### config.mk
export PLATFORM = sky130hd
export DESIGN_NAME = envelope_vca_flat
export DESIGN_NICKNAME = d
export VERILOG_FILES = /design/src/rtl/envelope_vca_if.sv /design/src/rtl/envelope_vca.sv /design/src/flat_wrapper.sv
export SDC_FILE = /design/constraint.sdc
export NUM_CORES = 1
export LEC_CHECK = 0
export CELL_PAD_IN_SITES_DETAIL_PLACEMENT = 1
export CELL_PAD_IN_SITES_GLOBAL_PLACEMENT = 1
export CORE_MARGIN = 5
export CORE_UTILIZATION = 51
export DETAILED_ROUTE_END_ITERATION = 10
export DONT_BUFFER_PORTS = 1
export PLACE_DENSITY_LB_ADDON = 0.2
export SETUP_SLACK_MARGIN = 0.5
export SLEW_MARGIN = 25
export SYNTH_ARGS = -nofsm -noshare
export SYNTH_HDL_FRONTEND = slang
export SYNTH_SLANG_ARGS = --single-unit
export TNS_END_PERCENT = 30
### constraint.sdc
create_clock -name clk -period 7.5 [get_ports clk]
set_clock_uncertainty 0.1 [all_clocks]
set_input_delay 0.375 -clock clk [delete_from_list [all_inputs] [get_ports clk]]
set_output_delay 0.375 -clock clk [all_outputs]
set_load 0.01 [all_outputs]
### src/rtl/envelope_vca_if.sv
// Sample stream and envelope control bundle between the tone generator, the VCA and the voice mixer.
interface envelope_vca_if #(
   parameter int SAMPLE_BITS = 16
);
   logic [7:0]                    amplitude;
   logic signed [SAMPLE_BITS-1:0] in_sample;
   logic                          in_valid;
   logic                          in_ready;
   logic signed [SAMPLE_BITS-1:0] out_sample;
   logic                          out_valid;
   logic                          out_ready;
   logic                          idle;

   modport master (
      output amplitude, in_sample, in_valid, out_ready,
      input  in_ready, out_sample, out_valid, idle
   );

   modport slave (
      input  amplitude, in_sample, in_valid, out_ready,
      output in_ready, out_sample, out_valid, idle
   );
endinterface

### src/rtl/envelope_vca.sv
// Envelope-driven VCA: slew-limits the envelope level per accepted sample and scales samples in a two-stage pipe.
module envelope_vca #(
   parameter int SAMPLE_BITS = 16,
   parameter int SLEW_STEP   = 4
) (
   input logic           clk,
   input logic           rst,
   envelope_vca_if.slave vca
);
   localparam int         PW   = SAMPLE_BITS + 9;
   localparam logic [7:0] STEP = 8'(SLEW_STEP);

   logic [7:0]                    amp_s;
   logic [7:0]                    amp_next;
   logic [7:0]                    amp_diff;
   logic [8:0]                    gain_next;
   logic signed [SAMPLE_BITS-1:0] s1_sample;
   logic [8:0]                    s1_gain;
   logic                          s1_valid;
   logic signed [SAMPLE_BITS-1:0] out_sample_r;
   logic                          out_valid_r;
   logic                          idle_r;
   logic                          en;
   logic                          acc;
   logic signed [PW-1:0]          product;
   logic                          unused_product_bits;

   // The whole pipe advances unless a held output is still waiting for the mixer.
   assign en  = !(out_valid_r && !vca.out_ready);
   assign acc = vca.in_valid && en;

   assign vca.in_ready   = en;
   assign vca.out_sample = out_sample_r;
   assign vca.out_valid  = out_valid_r;
   assign vca.idle       = idle_r;

   // Step the gain toward the envelope target, landing exactly on it when the gap is within one step.
   always_comb begin
      amp_next = amp_s;
      amp_diff = 8'd0;
      if (vca.amplitude > amp_s) begin
         amp_diff = vca.amplitude - amp_s;
         amp_next = (amp_diff > STEP) ? amp_s + STEP : vca.amplitude;
      end else if (vca.amplitude < amp_s) begin
         amp_diff = amp_s - vca.amplitude;
         amp_next = (amp_diff > STEP) ? amp_s - STEP : vca.amplitude;
      end
   end

   // Full-scale level maps to 256 so that the top envelope value passes samples through unchanged.
   always_comb begin
      gain_next = (amp_next == 8'd255) ? 9'd256 : {1'b0, amp_next};
   end

   // Signed sample times non-negative gain; the slice below is an arithmetic shift by 8, flooring toward minus infinity.
   assign product = PW'(s1_sample) * PW'($signed({1'b0, s1_gain}));
   assign unused_product_bits = ^{product[PW-1], product[7:0]};

   // Slewed gain and idle flag only move when a sample is actually taken in.
   always_ff @(posedge clk or negedge rst) begin
      if (!rst) begin
         amp_s  <= 8'd0;
         idle_r <= 1'b1;
      end else if (acc) begin
         amp_s  <= amp_next;
         idle_r <= (amp_next == 8'd0) && (vca.amplitude == 8'd0);
      end
   end

   // Stage 1 captures the accepted sample together with the gain it must be scaled by.
   always_ff @(posedge clk or negedge rst) begin
      if (!rst) begin
         s1_valid  <= 1'b0;
         s1_sample <= '0;
         s1_gain   <= 9'd0;
      end else if (en) begin
         s1_valid <= acc;
         if (acc) begin
            s1_sample <= vca.in_sample;
            s1_gain   <= gain_next;
         end
      end
   end

   // Stage 2 registers the scaled sample and holds it until the mixer takes it.
   always_ff @(posedge clk or negedge rst) begin
      if (!rst) begin
         out_valid_r  <= 1'b0;
         out_sample_r <= '0;
      end else if (en) begin
         out_valid_r <= s1_valid;
         if (s1_valid) begin
            out_sample_r <= product[SAMPLE_BITS+7:8];
         end
      end
   end
endmodule

### src/flat_wrapper.sv
// flat-port wrapper written by rule: the top's interface ports become plain ports
module envelope_vca_flat 
#(
   parameter int SAMPLE_BITS = 16,
   parameter int SLEW_STEP   = 4
)
  (clk, rst, vca_amplitude, vca_in_sample, vca_in_valid, vca_out_ready, vca_in_ready, vca_out_sample, vca_out_valid, vca_idle);
  envelope_vca_if #(.SAMPLE_BITS(SAMPLE_BITS)) vca_i ();
  input logic clk;
  input logic rst;
  input wire logic [$bits(vca_i.amplitude)-1:0] vca_amplitude;
  input wire logic [$bits(vca_i.in_sample)-1:0] vca_in_sample;
  input wire logic [$bits(vca_i.in_valid)-1:0] vca_in_valid;
  input wire logic [$bits(vca_i.out_ready)-1:0] vca_out_ready;
  output wire logic [$bits(vca_i.in_ready)-1:0] vca_in_ready;
  output wire logic [$bits(vca_i.out_sample)-1:0] vca_out_sample;
  output wire logic [$bits(vca_i.out_valid)-1:0] vca_out_valid;
  output wire logic [$bits(vca_i.idle)-1:0] vca_idle;
  assign vca_i.amplitude = vca_amplitude;
  assign vca_i.in_sample = vca_in_sample;
  assign vca_i.in_valid = vca_in_valid;
  assign vca_i.out_ready = vca_out_ready;
  assign vca_in_ready = vca_i.in_ready;
  assign vca_out_sample = vca_i.out_sample;
  assign vca_out_valid = vca_i.out_valid;
  assign vca_idle = vca_i.idle;
  envelope_vca #(.SAMPLE_BITS(SAMPLE_BITS), .SLEW_STEP(SLEW_STEP)) u_core (.clk(clk), .rst(rst), .vca(vca_i));
endmodule
==> results.py <==
metrics = {
    "run_status": {
        "status": "finished clean",
    },
    "logic_synthesis": {
        "synth_fa_ha_area_share_pct": 38.8,
        "synth_compound_area_share_pct": 11.4,
        "synth_cells": 926,
        "synthesis.area_sq_um": 8100,
        "synth-warning-count": 0,
        "synthArstFlopShare_pct": 100,
        "synth_cell_types": 73,
        "synth_top_family_by_area": "adder cells",
        "synth_seq_cells": 52,
        "synthMuxAreaShare_pct": 0.896,
        "yosys_most_used_dff": "dfrtp_1",
        "synthSimpleGateAreaFrac_pct": 19.8,
        "synth_seq_area_share_pct": 16.1,
        "syn-num-nets": 1136,
        "synthXorXnorAreaFrac_pct": 3.55,
        "syn_area_per_cell_sq_um": 8.75,
        "synth_edf_count": 0,
    },
    "floorplanning": {
        "coreArea_sq_um": 15700,
        "start_util_pct": 51.6,
        "die_w_um": 136,
        "io_pins": 47,
        "die_h_um": 136,
        "die_area_sq_um": 18500,
        "num_rows": 46,
    },
    "global_route": {
        "track_usage_pct": 24.3,
        "grt_pass1_vias": 7254,
        "antenna_found_initial": 0,
        "grt_max_degree": 53,
        "grt_overflow_total": 0,
        "grt_pass1_wl_um": 35600,
    },
    "sta": {
        "finalHoldViolCount": 0,
        "period_minus_slack_ns": 6.26,
        "drv_slew": 0,
        "tightest_slew_ns": 0.965,
        "fin_crit_sh_pct": 83.4,
        "fmax_mhz": 160,
        "rsz0062_at_grt": "false",
        "setup_violations": 0,
        "fin_setup_tns_ns": 0,
        "slew_headroom_pct": 35.5,
    },
    "place": {
        "globalplace.congestion": 0.903,
        "hpwl_um": 17000,
        "dp.cells": 1101,
        "io_buffers": 0,
    },
    "clocking": {
        "cts_max_path_buffers": 2,
        "h-tree-depth": 2,
        "cts_inserted_buffers": 5,
        "cts_tree": "built",
        "cts.sinks": 52,
        "root_buffer": "clkbuf_16",
        "postCtsResizedCells": 0,
        "clk_pin_slew_ns": 0.08,
        "insertion_delay_ns": 0.31,
    },
    "finish": {
        "fillCellCount": 1877,
        "num_antenna_cells": 0,
        "fin_cells": 1111,
        "layout_commonest_cell": "nand2_1",
        "multiInputGateArea_sq_um": 6030,
        "final-seq-area_sq_um": 1300,
        "final_cell_mix": "158 x nand2_1, 156 x inv_1, 115 x fa_1, 71 x and2_1, 67 x ha_1",
        "layout.nets": 1104,
        "drive_above_1_share_pct": 4.13,
        "area_delta_synth_final_pct": 3.46,
    },
    "route": {
        "drt_iter0_markers": 295,
        "vias": 6289,
        "drt-total-wl_um": 20800,
        "postRouteAntennaNets": 0,
        "drc": 0,
        "first_pass_iters": 4,
        "viasPerCell": 5.66,
        "wl_per_cell_um": 18.7,
    },
    "critical_path": {
        "crit_chain": "nand2_1, fa_1, inv_1, fa_1, ha_1, fa_1, inv_1, fa_1, inv_1, ha_1, a21oi_1, nor2b_1, a2111oi_1, o31ai_1, a21oi_1, nor2b_1, o21bai_1, xor2_1, mux2_2",
        "cp.required_ns": 7.59,
        "path_delay_family": "adder cells",
        "cpMostUsedCell": "fa_1",
        "cp-end-kind": "flip-flop",
        "worstReg2RegStart": "u_core.s1_gain[3]",
        "cp_slowest_cell": "dfrtp_1",
        "reg2reg_setup_slack_ns": 1.24,
        "cp_slowest_stage_delay_ns": 0.67,
        "crit_fanout": 17,
        "critPathLaunchType": "flip-flop",
        "cp_data_arrival_time_ns": 6.35,
        "path_class": "flip-flop to flip-flop",
        "crit_buf_inv": 3,
        "reg2reg_to": "u_core.vca.out_sample[10]",
        "rr_worst_depth": 19,
    },
    "hold_path": {
        "worstHoldEndpoint": "u_core.s1_sample[12]",
        "hp-start": "vca_in_sample[12]",
        "whs_path_depth": 2,
        "hp-class": "input port to flip-flop",
    },
    "flow_run": {
        "drv_cap": 0,
    },
}
-- per-layer routing --
metal / track usage [%] / wire (um)
met3: 3.77 / 663
met2: 42.3 / 10500
met4: 7.95 / 643
met1: 30.9 / 9010
met5: 0 / 0
-- per-stage QoR --
stage               utilization (%)  worst slack, ns  instance area (sq um)  hold WS, ns
floorplan                         -             1.92                   8100      -0.0206
global placement               52.2             1.54                   8200      -0.0193
detailed placement             52.2             1.22                   8200      -0.0197
CTS                            53.3             1.21                   8380       0.0616
global route                   53.3            0.946                   8380       0.0671
finish                         53.3             1.24                   8380       0.0695
-- repair_timing --
item	4_1_cts	5_1_grt
hold buffers	2	0
endpoints found under the hold margin	52	0
setup buffers	0	0
-- synthesized netlist by cell type (all sizes together), types with 3 or more instances --
| master | n | area share (%) |
|---|---|---|
| fa | 115 | 28 |
| or3 | 4 | 0.31 |
| o211ai | 9 | 0.96 |
| clkbuf | 37 | 1.7 |
| a32oi | 3 | 0.42 |
| nand3 | 12 | 0.90 |
| o31ai | 5 | 0.53 |
| inv | 156 | 7.2 |
| nor3 | 11 | 0.74 |
| xor2 | 12 | 1.4 |
| or2 | 3 | 0.23 |
| a211oi | 11 | 1.3 |
| nor2 | 33 | 1.7 |
| nand4 | 7 | 0.54 |
| ha | 67 | 10 |
| a21o | 10 | 0.93 |
| mux2i | 5 | 0.62 |
| o21ai | 30 | 1.9 |
| and3 | 4 | 0.31 |
| nor2b | 6 | 0.46 |
| nand2 | 158 | 7.3 |
| nor4 | 5 | 0.46 |
| dfrtp | 51 | 16 |
| a21oi | 27 | 1.9 |
| xnor2 | 20 | 2.2 |
| a2111oi | 3 | 0.43 |
| nand2b | 6 | 0.46 |
| and2 | 72 | 5.6 |
| buf | 5 | 0.53 |
| o21a | 5 | 0.46 |
-- worst max path at each step --
stage | startpoint | to | slack (ns) | depth (start not counted)
global route | u_core.s1_gain[3] | u_core.vca.out_sample[15] | 0.95 | 19
CTS | u_core.s1_gain[3] | u_core.vca.out_sample[10] | 1.21 | 19
detailed placement | u_core.s1_gain[3] | u_core.vca.out_sample[10] | 1.22 | 19
finish | u_core.s1_gain[3] | u_core.vca.out_sample[10] | 1.24 | 19
floorplan | u_core.s1_gain[3] | u_core.vca.out_sample[10] | 1.92 | 21
global placement | u_core.s1_gain[3] | u_core.vca.out_sample[10] | 1.54 | 19
-- logic make-up (layout without fill, tap and decap cells) --
family	Yosys count	count (layout)
and+or+nand+nor	329	329
DFF	52	52
muxes	7	7
AOI/OAI and AO/OA	126	126
xor gates and xnor gates	32	32
adders and majority gates	182	182
buffers and inverters	198	167
-- flip-flops by register name (all words and copies together) (netlist names) --
register               cells
u_core.s1_gain             9
u_core.s1_valid            1
u_core.vca.out_sample     16
u_core.amp_s               8
u_core.s1_sample          16
u_core.vca.idle            1
u_core.vca.out_valid       1
-- cell type report --
type / count / area share [%]
multi-input combinational: 676 / 72.0
clock inverter: 2 / 0.194
clock buffer: 6 / 1.54
inverter: 156 / 6.99
timing repair buffer: 3 / 0.537
sequential: 52 / 15.5
tap: 216 / 3.22
Power is left out: the tool's default activity adds up to more than one toggle a clock period on the data nets, which glitch-free logic cannot reach.
